### src/rtl/clock_enable_gen.sv
// Free-running counter with per-tap rising/falling clock-enable strobes, run/hold,
// frame-sync realignment with alignment-error reporting, and a wrap-aligned tap select.
module clock_enable_gen #(
    parameter int               CNT_W    = 10,
    parameter logic [CNT_W-1:0] SYNC_VAL = '0,
    parameter int               SEL_W    = $clog2(CNT_W)
) (
    input  logic             clk,
    input  logic             rst,
    input  logic             run,
    input  logic             sync,
    input  logic [SEL_W-1:0] rate_sel,
    output logic [CNT_W-1:0] cnt,
    output logic [CNT_W-1:0] pos_en,
    output logic [CNT_W-1:0] neg_en,
    output logic             sel_pos_en,
    output logic             sel_neg_en,
    output logic             locked,
    output logic             sync_err
);

    logic             run_q;
    logic [SEL_W-1:0] rate_q;
    logic [CNT_W-1:0] cnt_inc;
    logic [CNT_W-1:0] cnt_expected;
    logic             frame_wrap;

    assign cnt_inc      = cnt + CNT_W'(1);
    assign cnt_expected = run_q ? cnt_inc : cnt;
    assign frame_wrap   = run_q & (&cnt);

    // NOTE: every register here uses non-blocking assignment so all state updates
    // see the same pre-edge values, regardless of statement order.
    always_ff @(posedge clk) begin
        if (rst) begin
            cnt      <= '0;
            run_q    <= 1'b0;
            rate_q   <= '0;
            locked   <= 1'b0;
            sync_err <= 1'b0;
        end else begin
            run_q <= run;
            if (sync) begin
                cnt      <= SYNC_VAL;
                locked   <= 1'b1;
                sync_err <= locked & (cnt_expected != SYNC_VAL);
            end else begin
                sync_err <= 1'b0;
                if (run_q) begin
                    cnt <= cnt_inc;
                end
            end
            // Tap changes only at frame boundaries so the selected strobe never runts.
            if (sync || frame_wrap) begin
                rate_q <= rate_sel;
            end
        end
    end

    // Tap k fires pos when bits below k are all ones and bit k is 0; neg when bits 0..k are all ones.
    always_comb begin
        logic ones;
        ones   = 1'b1;
        pos_en = '0;
        neg_en = '0;
        for (int k = 0; k < CNT_W; k++) begin
            pos_en[k] = run_q & ones & ~cnt[k];
            ones      = ones & cnt[k];
            neg_en[k] = run_q & ones;
        end
    end

    always_comb begin
        sel_pos_en = 1'b0;
        sel_neg_en = 1'b0;
        if (int'(rate_q) < CNT_W) begin
            sel_pos_en = pos_en[rate_q];
            sel_neg_en = neg_en[rate_q];
        end
    end

endmodule

### config.mk
export PLATFORM = sky130hd
export DESIGN_NAME = clock_enable_gen
export DESIGN_NICKNAME = d
export VERILOG_FILES = /design/src/rtl/clock_enable_gen.sv
export SDC_FILE = /design/constraint.sdc
export NUM_CORES = 1
export LEC_CHECK = 0
export ABC_AREA = 1
export ABC_CLOCK_PERIOD_IN_PS = 2000
export CAP_MARGIN = 20
export CORE_ASPECT_RATIO = 1.5
export CORE_MARGIN = 2
export CORE_UTILIZATION = 40
export DETAILED_ROUTE_END_ITERATION = 8
export PLACE_DENSITY_LB_ADDON = 0.25
export SYNTH_ARGS = -nofsm -noshare
export SYNTH_HDL_FRONTEND = slang
export SYNTH_SLANG_ARGS = --single-unit
### constraint.sdc
create_clock -name clk -period 2 [get_ports clk]
set_input_delay 0.4 -clock clk [delete_from_list [all_inputs] [get_ports clk]]
set_output_delay 0.4 -clock clk [all_outputs]
set_load 0.01 [all_outputs]
==> impl_metrics.json <==
{
  "dp.final_hpwl_um": 2754,
  "rsz0062_at_grt": "true",
  "hp-start": "locked$_SDFFE_PP0P_",
  "path_buf_inv": 3,
  "mostFrequentLayoutCells": "37 x nand2_1, 37 x buf_4, 24 x inv_1, 24 x nor2_1, 20 x clkdlybuf4s50_1",
  "cp_slowest_cell": "dfxtp_2",
  "ant_nets": 0,
  "start_util": 0.4088,
  "cts_tree": "yes",
  "cts_inserted_buffers": 3,
  "ys_ff_latch": 17,
  "synth_cells": 180,
  "die_y_um": 70.13,
  "row_count": 24,
  "cp.arrival_ns": 1.78,
  "final_nets": 275,
  "seqCellArea_um2": 346.6,
  "hold_viol_final": 0,
  "antenna_found_initial": 0,
  "root_buffer": "clkbuf_8",
  "powerDensity_nw_per_um2": 364.2,
  "hold_slack_ns": 0.4816,
  "slew_headroom": 0.8203,
  "post_synth.cell_area_avg_um2": 6.478,
  "route.detailed.drc": 0,
  "wl_um": 3612,
  "antenna_cells": 0,
  "worstSetupEndpointType": "primary output",
  "setup_ws_ns": -0.1805,
  "clockBufferDepth": 2,
  "clk_latency_ns": 0.25,
  "fillers": 243,
  "cp_cell_sequence": "ha_4, ha_4, nand2_8, nor2_4, buf_4, nand4_1, nand3_1, nand3_1, nand2_1, nand2_1, inv_1, buf_2",
  "firstDrtPassIters": 7,
  "area_delta_synth_final_pct": 73.61,
  "viasPerCell": 4.914,
  "place_congestion": 0.8847,
  "clkTransAtPathRegs_ns": 0.07,
  "wl_per_cell_um": 12.00,
  "core_um2": 2853,
  "worst_pin_slew_ns": 0.2692,
  "skew_ns": 0.001406,
  "critPathKind": "flop to primary output",
  "fmax_mhz": 458.6,
  "setup_viol": 4,
  "yosysSeqAreaShare": 0.2918,
  "min_period_over_period": 1.090,
  "crit_path_start": "cnt[1]$_SDFF_PP0_",
  "multi_input_area_um2": 785.8,
  "track_usage": 0.2298,
  "min_period_ns": 2.180,
  "r2r-start": "cnt[1]$_SDFF_PP0_",
  "io_buffers": 41,
  "cp.required_ns": 1.60,
  "critPathMaxStageDelay_ns": 0.35,
  "synth_nets": 192,
  "syn_area_um2": 1166,
  "status": "finished with violations",
  "dp_slack_ns": -0.3164,
  "worstSetupStartpointType": "flop",
  "p_leak_nw": 1.004,
  "grt_pass1_wl_um": 5637,
  "dieArea_um2": 3372,
  "die_x_um": 48.09,
  "ctsHtreeMaxLevel": 1,
  "grt_max_degree": 11,
  "violations": "negative setup slack",
  "min_path_type": "flop to flop",
  "grt_pass1_vias": 1299,
  "first_iter_violations": 33,
  "path_delay_family": "simple AND/OR/NAND/NOR gates",
  "pin_count": 42,
  "cts_sinks": 17,
  "slew_viol_final": 0,
  "gr-total-overflow": 0,
  "peakVddDrop_mv": 0.3860,
  "path_max_fanout": 4,
  "synth_cell_types": 26,
  "ys_warn_count": 0,
  "final_layout_size_suffix_gt1_frac": 0.3511,
  "cts_hold_buffers": 0,
  "cap_violations": 0,
  "dr_total_vias": 1479
}
[cells by family (layout without fill, tap and decap cells)]
logic type / after synthesis / count (layout) / synth area share
compound gates: 20 / 20 / 0.09120
simple gates: 107 / 107 / 0.4624
flops: 17 / 17 / 0.2918
xor+xnor: 1 / 1 / 0.007512
buf+inv: 31 / 113 / 0.1041
fa+ha+maj: 4 / 4 / 0.04292
[flip-flops by register name, summed over array words and instances (netlist names)]
register and count:
locked 1, cnt 10, rate_q 4, run_q 1
sync_err 1
[Yosys cell counts (all sizes together)]
library cell  instances  area, µm²
clkbuf                3      12.51
nand3                15      85.08
buf                   1      7.510
inv                  26      97.59
xor2                  1      8.760
o211ai                1      7.510
nor2                 37      202.7
nor3                  7      35.03
clkinv                1      3.750
o21ai                11      55.05
o2111ai               1      8.760
a21oi                 7      35.03
nand2                42      177.7
ha                    4      50.05
nand3b                1      7.510
or2                   1      6.260
nand4                 4      25.02
dfxtp                17      340.3
[area by class of cell]
cell class	count	share of cell area
clock buffer	4	0.02225
inverter	27	0.05130
multi-input combinational	132	0.3881
sequential	17	0.1712
tap	39	0.02410
timing repair buffer	82	0.3430
[worst reg2reg max path, delay by kind of cell, from the launching register on]
family                   cells  cell delay [ns]
AND/OR/NAND/NOR              9             0.86
flip-flops                   1             0.35
adder cells (fa/ha/maj)      1             0.15
buffers and inverters        3             0.34
[metrics by stage]
step	setup TNS (ns)	cell area (µm²)	cells	power, mW	utilization
after floorplan	0	1169	180	0.4255	-
after global placement	-1.601	1856	289	0.4795	0.6504
after detailed placement	-2.221	1856	289	0.4805	0.6504
after CTS	-0.2372	1954	297	0.7344	0.6851
after global routing	-1.020	2024	301	0.7794	0.7096
final	-0.3452	2024	301	0.7373	0.7096
[power breakdown]
group | switching, mW | internal (mW)
clock | 0.119 | 0.142
combinational | 0.0592 | 0.0582
sequential | 0.0114 | 0.348
[per-layer routing]
| layer | vias to the layer above | track usage | wire length (µm) |
|---|---|---|---|
| li1 | 739 | - | - |
| met1 | 664 | 0.2685 | 1341 |
| met2 | 60 | 0.3911 | 1989 |
| met3 | 16 | 0.02584 | 145 |
| met4 | 0 | 0.1021 | 136 |
| met5 | - | 0 | 0 |
[path summary, 6_finish.rpt]
| kind | to | slack (ns) | depth (start not counted) |
|---|---|---|---|
| worst min register to register | sync_err$_SDFF_PP0_ | 0.48 | 2 |
| worst min-delay path | sync_err$_SDFF_PP0_ | 0.48 | 2 |
| worst max register to register | sync_err$_SDFF_PP0_ | 0.20 | 13 |
| worst max-delay path | sel_pos_en | -0.18 | 12 |
[what timing repair did]
action                     in CTS  in global routing
gates resized for setup        69                 25
setup endpoints to repair      21                 15
pin swaps                       3                  5
setup buffers                   4                  5
Note: power is estimated with default switching activity, not from simulation.
